--- src/rtl/bambu_slave_mem_master.sv ---
// Master for the accelerator's slave memory port: runs one host command at a time on lane 0
// and returns a valid/ready response. Define BAMBU_SLAVE_MASTER_TIMEOUT_EN to bound the DataRdy wait.
module bambu_slave_mem_master #(
  parameter int CHANNELS = 2,
  parameter int ADDR_W   = 9,
  parameter int DATA_W   = 64,
  parameter int SIZE_W   = 7,
  parameter int TIMEOUT  = 1024
) (
  input  logic                         clock,
  input  logic                         reset,
  input  logic                         cmd_valid,
  output logic                         cmd_ready,
  input  logic                         cmd_write,
  input  logic [ADDR_W-1:0]            cmd_addr,
  input  logic [SIZE_W-1:0]            cmd_size,
  input  logic [DATA_W-1:0]            cmd_wdata,
  output logic                         rsp_valid,
  input  logic                         rsp_ready,
  output logic [DATA_W-1:0]            rsp_data,
  output logic                         rsp_err,
  output logic [CHANNELS-1:0]          S_oe_ram,
  output logic [CHANNELS-1:0]          S_we_ram,
  output logic [CHANNELS*ADDR_W-1:0]   S_addr_ram,
  output logic [CHANNELS*DATA_W-1:0]   S_Wdata_ram,
  output logic [CHANNELS*SIZE_W-1:0]   S_data_ram_size,
  input  logic [CHANNELS*DATA_W-1:0]   Sout_Rdata_ram,
  input  logic [CHANNELS-1:0]          Sout_DataRdy
);

  // state | meaning
  // IDLE  | cmd_ready high, waiting for a command
  // ISSUE | lane-0 request driven and held until DataRdy (or timeout)
  // RESP  | response held on rsp_* until rsp_ready
  localparam logic [1:0] S_IDLE  = 2'd0;
  localparam logic [1:0] S_ISSUE = 2'd1;
  localparam logic [1:0] S_RESP  = 2'd2;

  logic [1:0]        state_q, state_d;
  logic              write_q, write_d;
  logic [ADDR_W-1:0] addr_q, addr_d;
  logic [SIZE_W-1:0] size_q, size_d;
  logic [DATA_W-1:0] wdata_q, wdata_d;
  logic              cmd_ready_q, cmd_ready_d;
  logic              rsp_valid_q, rsp_valid_d;
  logic [DATA_W-1:0] rsp_data_q, rsp_data_d;
  logic              rsp_err_q, rsp_err_d;
  logic              oe_q, oe_d;
  logic              we_q, we_d;
  logic [ADDR_W-1:0] lane_addr_q, lane_addr_d;
  logic [SIZE_W-1:0] lane_size_q, lane_size_d;
  logic [DATA_W-1:0] lane_wdata_q, lane_wdata_d;
  logic              req_live;

`ifdef BAMBU_SLAVE_MASTER_TIMEOUT_EN
  localparam int CNT_W = $clog2(TIMEOUT + 1);
  logic [CNT_W-1:0] cnt_q, cnt_d;
`else
  localparam int UNUSED_TIMEOUT = TIMEOUT;
`endif

  function automatic logic [DATA_W-1:0] size_mask(input logic [SIZE_W-1:0] sz);
    logic [DATA_W-1:0] m;
    for (int i = 0; i < DATA_W; i++) m[i] = (i < int'(sz));
    return m;
  endfunction

  function automatic logic cmd_legal(input logic [SIZE_W-1:0] sz, input logic [ADDR_W-1:0] a);
    case (sz)
      SIZE_W'(8):  return 1'b1;
      SIZE_W'(16): return a[0] == 1'b0;
      SIZE_W'(32): return a[1:0] == 2'b00;
      SIZE_W'(64): return a[2:0] == 3'b000;
      default:     return 1'b0;
    endcase
  endfunction

  // The request becomes visible one cycle after entering ISSUE; DataRdy only counts once it is.
  assign req_live = oe_q | we_q;

  always_comb begin
    state_d      = state_q;
    write_d      = write_q;
    addr_d       = addr_q;
    size_d       = size_q;
    wdata_d      = wdata_q;
    cmd_ready_d  = cmd_ready_q;
    rsp_valid_d  = rsp_valid_q;
    rsp_data_d   = rsp_data_q;
    rsp_err_d    = rsp_err_q;
    oe_d         = oe_q;
    we_d         = we_q;
    lane_addr_d  = lane_addr_q;
    lane_size_d  = lane_size_q;
    lane_wdata_d = lane_wdata_q;
`ifdef BAMBU_SLAVE_MASTER_TIMEOUT_EN
    cnt_d        = cnt_q;
`endif
    case (state_q)
      S_IDLE: begin
        cmd_ready_d = 1'b1;
        if (cmd_valid && cmd_ready_q) begin
          cmd_ready_d = 1'b0;
          write_d     = cmd_write;
          addr_d      = cmd_addr;
          size_d      = cmd_size;
          wdata_d     = cmd_wdata & size_mask(cmd_size);
`ifdef BAMBU_SLAVE_MASTER_TIMEOUT_EN
          cnt_d       = '0;
`endif
          if (cmd_legal(cmd_size, cmd_addr)) begin
            state_d = S_ISSUE;
          end else begin
            state_d     = S_RESP;
            rsp_valid_d = 1'b1;
            rsp_err_d   = 1'b1;
            rsp_data_d  = '0;
          end
        end
      end
      S_ISSUE: begin
        if (!req_live) begin
          oe_d         = ~write_q;
          we_d         = write_q;
          lane_addr_d  = addr_q;
          lane_size_d  = size_q;
          lane_wdata_d = wdata_q;
        end else if (Sout_DataRdy[0]) begin
          oe_d         = 1'b0;
          we_d         = 1'b0;
          lane_addr_d  = '0;
          lane_size_d  = '0;
          lane_wdata_d = '0;
          state_d      = S_RESP;
          rsp_valid_d  = 1'b1;
          rsp_err_d    = 1'b0;
          rsp_data_d   = write_q ? '0 : (Sout_Rdata_ram[DATA_W-1:0] & size_mask(size_q));
        end
`ifdef BAMBU_SLAVE_MASTER_TIMEOUT_EN
        else if (cnt_q == CNT_W'(TIMEOUT - 1)) begin
          oe_d         = 1'b0;
          we_d         = 1'b0;
          lane_addr_d  = '0;
          lane_size_d  = '0;
          lane_wdata_d = '0;
          state_d      = S_RESP;
          rsp_valid_d  = 1'b1;
          rsp_err_d    = 1'b1;
          rsp_data_d   = '0;
        end else begin
          cnt_d = cnt_q + 1'b1;
        end
`endif
      end
      S_RESP: begin
        if (rsp_ready) begin
          state_d     = S_IDLE;
          rsp_valid_d = 1'b0;
          rsp_data_d  = '0;
          rsp_err_d   = 1'b0;
          cmd_ready_d = 1'b1;
        end
      end
      default: state_d = S_IDLE;
    endcase
  end

  always_ff @(posedge clock) begin
    if (reset) begin
      state_q      <= S_IDLE;
      write_q      <= 1'b0;
      addr_q       <= '0;
      size_q       <= '0;
      wdata_q      <= '0;
      cmd_ready_q  <= 1'b0;
      rsp_valid_q  <= 1'b0;
      rsp_data_q   <= '0;
      rsp_err_q    <= 1'b0;
      oe_q         <= 1'b0;
      we_q         <= 1'b0;
      lane_addr_q  <= '0;
      lane_size_q  <= '0;
      lane_wdata_q <= '0;
`ifdef BAMBU_SLAVE_MASTER_TIMEOUT_EN
      cnt_q        <= '0;
`endif
    end else begin
      state_q      <= state_d;
      write_q      <= write_d;
      addr_q       <= addr_d;
      size_q       <= size_d;
      wdata_q      <= wdata_d;
      cmd_ready_q  <= cmd_ready_d;
      rsp_valid_q  <= rsp_valid_d;
      rsp_data_q   <= rsp_data_d;
      rsp_err_q    <= rsp_err_d;
      oe_q         <= oe_d;
      we_q         <= we_d;
      lane_addr_q  <= lane_addr_d;
      lane_size_q  <= lane_size_d;
      lane_wdata_q <= lane_wdata_d;
`ifdef BAMBU_SLAVE_MASTER_TIMEOUT_EN
      cnt_q        <= cnt_d;
`endif
    end
  end

  assign cmd_ready       = cmd_ready_q;
  assign rsp_valid       = rsp_valid_q;
  assign rsp_data        = rsp_data_q;
  assign rsp_err         = rsp_err_q;
  assign S_oe_ram        = {{(CHANNELS-1){1'b0}}, oe_q};
  assign S_we_ram        = {{(CHANNELS-1){1'b0}}, we_q};
  assign S_addr_ram      = {{((CHANNELS-1)*ADDR_W){1'b0}}, lane_addr_q};
  assign S_Wdata_ram     = {{((CHANNELS-1)*DATA_W){1'b0}}, lane_wdata_q};
  assign S_data_ram_size = {{((CHANNELS-1)*SIZE_W){1'b0}}, lane_size_q};

  // Lane 1 is never used by this master.
  logic unused_lanes;
  assign unused_lanes = ^{Sout_Rdata_ram[CHANNELS*DATA_W-1:DATA_W], Sout_DataRdy[CHANNELS-1:1]};

endmodule

--- config.mk ---
export PLATFORM = sky130hd
export DESIGN_NAME = bambu_slave_mem_master
export DESIGN_NICKNAME = d
export VERILOG_FILES = /design/src/rtl/bambu_slave_mem_master.sv
export SDC_FILE = /design/constraint.sdc
export NUM_CORES = 1
export LEC_CHECK = 0
export ABC_CLOCK_PERIOD_IN_PS = 6270
export CAP_MARGIN = 15
export CORE_AREA = 2 2 174 176
export CTS_CLUSTER_SIZE = 8
export DETAILED_ROUTE_END_ITERATION = 8
export DIE_AREA = 0 0 176 178
export DONT_BUFFER_PORTS = 1
export PLACE_DENSITY = 0.59
export SLEW_MARGIN = 10
export SYNTH_ARGS = -nofsm -noshare
export SYNTH_HDL_FRONTEND = slang
export SYNTH_SLANG_ARGS = --single-unit
--- constraint.sdc ---
create_clock -name clock -period 6.27 [get_ports clock]
set_input_delay 1.254 -clock clock [delete_from_list [all_inputs] [get_ports clock]]
set_output_delay 1.254 -clock clock [all_outputs]
set_load 0.02 [all_outputs]
==> results of run 1 <==
==> placed cells by master (no fill, tap or decap), drive strengths merged, types with 5 or more instances in the layout <==
cell    instances
a21oi          71
a22oi          85
a32oi          16
buf            18
clkbuf         34
conb           82
dfxtp         232
inv             6
mux2            9
mux2i          57
nand2         136
nand2b         66
nand3          40
nand4           7
nand4b          8
nor2          115
nor2b          15
nor3           17
nor4b           5
o211ai         38
o21a            6
o21ai          20
o311ai          6
==> how the worst max path moves through the flow <==
stage / endpoint / slack [ps]
finish: rsp_data[22] / 3180
floorplan: rsp_data[62] / 3470
global placement: rsp_data[39] / 2720
global route: rsp_data[29] / 3070
CTS: rsp_data[29] / 3190
detailed placement: rsp_data[29] / 2680
==> tightest hold or removal path: cells and delay by family (launching register included) <==
| kind | cells | cell delay, ps |
|---|---|---|
| compound gates | 1 | 50 |
| flops | 1 | 310 |
| simple gates | 1 | 50 |
==> routing by layer <==
| metal | vias up | track usage (%) | share of wire, % |
|---|---|---|---|
| met4 | 0 | 5.92 | 2.3 |
| li1 | 3885 | - | - |
| met2 | 360 | 33.8 | 46 |
| met5 | - | 0 | 0 |
| met1 | 4001 | 24.2 | 40 |
| met3 | 51 | 8.53 | 12 |
==> cell families (layout without fill, tap and decap cells) <==
kind of cell	Yosys count	after routing	synth area share, %
multiplexers	66	66	6.54
adder cells (fa/ha/maj)	4	4	0.487
buffers and inverters	182	60	10.2
AO/OA/AOI/OAI	260	260	17.2
other	1	84	0.0365
flip-flops	232	232	45.2
AND/OR/NAND/NOR	434	434	20.4
==> power groups by stage <==
stage | registers [mW] | logic [mW] | clock network [mW]
5_1_grt | 1.58 | 0.471 | 1.70
2_1_floorplan | 1.58 | 0.436 | 0
4_1_cts | 1.58 | 0.437 | 1.65
3_5_place_dp | 1.60 | 0.435 | 0
6_report | 1.58 | 0.437 | 1.60
3_3_place_gp | 1.60 | 0.433 | 0
==> sequential cells by signal, summed over array words and instances (netlist names) <==
| signal | flops |
|---|---|
| addr_q | 9 |
| cmd_ready | 1 |
| oe_q | 1 |
| state_q | 2 |
| rsp_valid | 1 |
| rsp_data | 64 |
| lane_size_q | 7 |
| lane_wdata_q | 64 |
| write_q | 1 |
| wdata_q | 64 |
| size_q | 7 |
| rsp_err | 1 |
| we_q | 1 |
| lane_addr_q | 9 |
==> cell type report <==
cell class              count  share of cell area (%)
repair buffers             19                    1.28
diodes                      2                  0.0450
flip-flops and latches    232                    41.8
inverters                   5                   0.169
multi-input cells         846                    44.4
clock inverters             2                   0.326
well taps                 390                    4.39
clock buffers              34                    7.65
==> results.yml, run 1 <==
timing:
  worst_slew_pin_slew_ps: 1130
  setup_viol: 0
  max-slew-margin-rel_pct: 24.3
  hold_viol: 0
  setup_tns_ps: 0
  drv_slew: 0
  rsz0062_at_grt: "no"
  period_minus_slack_ps: 3090
  finClkSkew_ps: 15.5
  fin_hold_ws_ps: 453
  fmax_mhz: 323
  fin_ws_ps: 3180
  fin_crit_sh_pct: 49.4
layout:
  syn2layout_area_growth_pct: 8.17
  multi_input_area_sq_um: 4930
  final_util_pct: 37.8
  nFillCells: 3000
  drive_above_1_share_pct: 6.24
  final-seq-area_sq_um: 4640
  layout.nets: 1357
  fin_cells: 1530
  fin_area_sq_um: 11100
critical_path:
  critPathTopFamily: "compound AO/OA/AOI/OAI gates"
  critPathArrivalTime_ps: 3510
  path_buf_inv: 1
  crit_slowest_cell: "buf_4"
  r2r_cells: 8
  r2r_setup_slack_ps: 3350
  cpPeakStageDelay_ps: 650
  cp-end-kind: "register"
  critPathLaunchType: "primary input"
  reg2reg_from: "state_q[1]"
  crit_chain: "or3b_1, a31oi_1, a211o_4, buf_4, mux2i_1"
  r2r_end: "lane_addr_q[7]"
  path_max_fanout: 41
  criticalPathCategory: "primary input to register"
  required_ps: 6680
  crit_cells: 5
  cp-startpoint: "cmd_size[3]"
pwr:
  power.leakage_nw: 3.99
  seq_power_share_pct: 43.6
  switchingPower_mw: 0.978
  combinationalPowerShare_pct: 12.1
  power.total_mw: 3.61
  pwr_density_cell_nw_per_um2: 325
  peakVddDrop_mv: 0.165
  intPower_mw: 2.64
  swShare_pct: 27.1
  pwr-share-clk_pct: 44.3
grt:
  grt_start_max_net_pins: 261
  grt_pass1_vias: 7977
  track_usage_pct: 20.4
  gr-total-overflow: 0
  grt_pass1_wl_um: 49400
  antenna_found_initial: 2
clock_network:
  post_cts_resize_count: 0
  cts.clk_slew.worst_paths_ps: 50
  cts_buffers: 34
  cts_max_path_buffers: 3
  cts_tree: "done"
  cts_root_buf: "clkbuf_16"
  cts_setup_buffers: 0
  clk_latency_ps: 500
  clock-sinks: 232
  cts.htree.levels: 2
  cts-hold-fix-buffers: 0
synthesis:
  synth_area_leader_cell: "dfxtp_1"
  yosys_warnings: 0
  synth_area_sq_um: 10300
  synthCells: 1179
  synth.area.top_cells: "dfxtp_1 (45%), a22oi_1 (6.2%), buf_4 (6.2%)"
  synth-edff-count: 0
  ys_top_cells_by_count: "dfxtp_1 (232), nand2_1 (136), nor2_1 (115)"
  syn_area_per_cell_sq_um: 8.72
  async_reset_ff_share_pct: 0
  ys_seq_area_share_pct: 45.2
  synth_cell_types: 54
  ys_ff_latch: 232
  ys.flop_type: "dfxtp_1"
  yosysTopAreaCellShare_pct: 45.2
  synth_most_common_cell: "dfxtp_1"
worst_hold_path:
  hold_end: "wdata_q[2]"
  hold_depth: 2
  min_from: "wdata_q[2]"
  min_path_type: "register to register"
floorplanning:
  dieWidth_um: 176
  placement_rows: 63
  initial_utilization_pct: 35.0
  num_io_pins: 446
  core_area_sq_um: 29400
  die_h_um: 178
  die_area_sq_um: 31300
detailed_routing:
  wire_per_inst_um: 22.0
  drt_iter0_drc: 595
  vias: 8297
  via_per_inst: 5.42
  drtAntennaViolNets: 0
  drt-total-wl_um: 33700
  drc: 0
  detail_route.first_pass.iterations: 5
placement:
  placed_cells: 1491
  dp_worst_setup_slack_ps: 2680
  place_congestion: 0.779
  place_hpwl_um: 22100
  place_area_sq_um: 10200
  io_buffer_count: 0
outcome:
  outcome: "finished clean"
job:
  maxCapViolations: 0
(Power assumes the default switching activity.)
==> inputs of run 2 (changes only) <==
--- a/config.mk
+++ b/config.mk
@@ -5,7 +5,7 @@
 export SDC_FILE = /design/constraint.sdc
 export NUM_CORES = 1
 export LEC_CHECK = 0
-export ABC_CLOCK_PERIOD_IN_PS = 6270
+export ABC_CLOCK_PERIOD_IN_PS = 3200
 export CAP_MARGIN = 15
 export CORE_AREA = 2 2 174 176
 export CTS_CLUSTER_SIZE = 8
==> constraint.sdc (replaced) <==
create_clock -name clock -period 3.2 [get_ports clock]
set_input_delay 0.64 -clock clock [delete_from_list [all_inputs] [get_ports clock]]
set_output_delay 0.64 -clock clock [all_outputs]
set_load 0.02 [all_outputs]
==> results.yml, run 2 (same netlist as run 1, synthesis figures left out) <==
detailed_routing:
  drtAntennaViolNets: 0
  wire_per_inst_um: 21.5
  detail_route.first_pass.iterations: 5
  drt-total-wl_um: 33200
  vias: 8362
  drt_iter0_drc: 600
  via_per_inst: 5.41
  drc: 0
layout:
  syn2layout_area_growth_pct: 9.73
  final_util_pct: 38.4
  final-seq-area_sq_um: 4640
  fin_cells: 1546
  final_cell_mix: "dfxtp_1 (232), nand2_1 (136), nor2_1 (114)"
  layout.nets: 1369
  drive_above_1_share_pct: 7.29
  mostFrequentLayoutCell: "dfxtp_1"
  nFillCells: 3069
  multi_input_area_sq_um: 4930
timing:
  fmax_mhz: 395
  worst_slew_pin_slew_ps: 931
  max-slew-margin-rel_pct: 37.1
  drv_slew: 0
  fin_crit_sh_pct: 79.0
  fin_hold_ws_ps: 270
  rsz0062_at_grt: "no"
  hold_viol: 0
  setup_viol: 0
  finClkSkew_ps: 21.0
  period_minus_slack_ps: 2530
  setup_tns_ps: 0
grt:
  busiest_layer: "met2"
  track_usage_pct: 20.1
  grt_pass1_vias: 7801
  grtUsageMet2_pct: 34.1
  gr-usage-met1_pct: 23.4
  gr-total-overflow: 0
  grt_pass1_wl_um: 48700
  grt_start_max_net_pins: 261
  antenna_found_initial: 3
  globalRouteMet3Util_pct: 8.80
floorplanning:
  dieWidth_um: 176
  core_area_sq_um: 29400
  initial_utilization_pct: 35.0
  die_area_sq_um: 31300
  placement_rows: 63
  num_io_pins: 446
  die_h_um: 178
critical_path:
  path_max_fanout: 55
  r2r_end: "rsp_data[62]"
  critPathLaunchType: "register"
  criticalPathCategory: "register to register"
  cp-end-kind: "register"
  critPathArrivalTime_ps: 2910
  cp-startpoint: "state_q[1]"
  required_ps: 3580
  cp-endpoint: "rsp_data[62]"
  r2r_setup_slack_ps: 670
  reg2reg_from: "state_q[1]"
  r2r_cells: 7
clock_network:
  cts_root_buf: "clkbuf_16"
  clk_latency_ps: 500
  cts-hold-fix-buffers: 0
  cts.htree.levels: 2
  post_cts_resize_count: 0
  cts.clk_slew.worst_paths_ps: 50
  cts_tree: "done"
  clock-sinks: 232
  cts_setup_buffers: 0
  cts_buffers: 35
  cts_max_path_buffers: 3
placement:
  io_buffer_count: 0
  place_hpwl_um: 22800
  place_congestion: 0.793
  placed_cells: 1503
pwr:
  pwr_density_cell_nw_per_um2: 635
  power.leakage_nw: 4.08
  swShare_pct: 26.6
  pwr-share-clk_pct: 44.6
  seq_power_share_pct: 43.1
  peakVddDrop_mv: 0.368
  switchingPower_mw: 1.91
  intPower_mw: 5.25
  power.total_mw: 7.16
  combinationalPowerShare_pct: 12.3
worst_hold_path:
  min_path_type: "primary input to register"
job:
  maxCapViolations: 0
outcome:
  outcome: "finished clean"
-- run 2: metrics by stage --
stage,setup slack [ps],area (sq um)
after detailed placement,516,10300
final,671,11300
after floorplan,1020,10600
after global placement,520,10300
after CTS,650,11300
after global routing,517,11300
-- run 2: cell type report --
| type | instances | area share (%) |
|---|---|---|
| clock buffers | 37 | 7.83 |
| clock inverters | 3 | 0.366 |
| flip-flops and latches | 232 | 41.2 |
| diodes | 3 | 0.0666 |
| multi-input cells | 846 | 43.7 |
| well taps | 390 | 4.33 |
| repair buffers | 30 | 2.33 |
| inverters | 5 | 0.166 |
-- run 2: worst min path at each step --
stage                           start        endpoint  cells past startpoint
after floorplan           wdata_q[23]     wdata_q[23]                      2
after global placement      addr_q[6]       addr_q[6]                      2
after detailed placement   wdata_q[0]      wdata_q[0]                      2
after CTS                       reset       addr_q[2]                      1
after global routing            reset  lane_size_q[4]                      1
final                     cmd_addr[2]       addr_q[2]                      2
-- run 2: worst max-delay path, stage by stage, from the launching register on --
cell	delay (ps)
dfxtp_1	340
inv_1	80
ha_1	290
nor3b_2	210
a2111o_1	470
a211o_4	430
buf_12	240
mux2_1	340
-- run 2: layer usage --
| metal | wire (um) | part of all wire, % |
|---|---|---|
| met2 | 15800 | 48 |
| met4 | 623 | 1.9 |
| met1 | 12900 | 39 |
| met3 | 3870 | 12 |
| met5 | 0 | 0 |
-- run 2: power by group through the flow --
stage | sequential (mW) | clock [mW] | combinational [mW]
5_1_grt | 3.10 | 3.40 | 0.953
6_report | 3.09 | 3.19 | 0.880
2_1_floorplan | 3.10 | 0 | 0.854
3_3_place_gp | 3.14 | 0 | 0.875
4_1_cts | 3.09 | 3.29 | 0.882
3_5_place_dp | 3.14 | 0 | 0.881
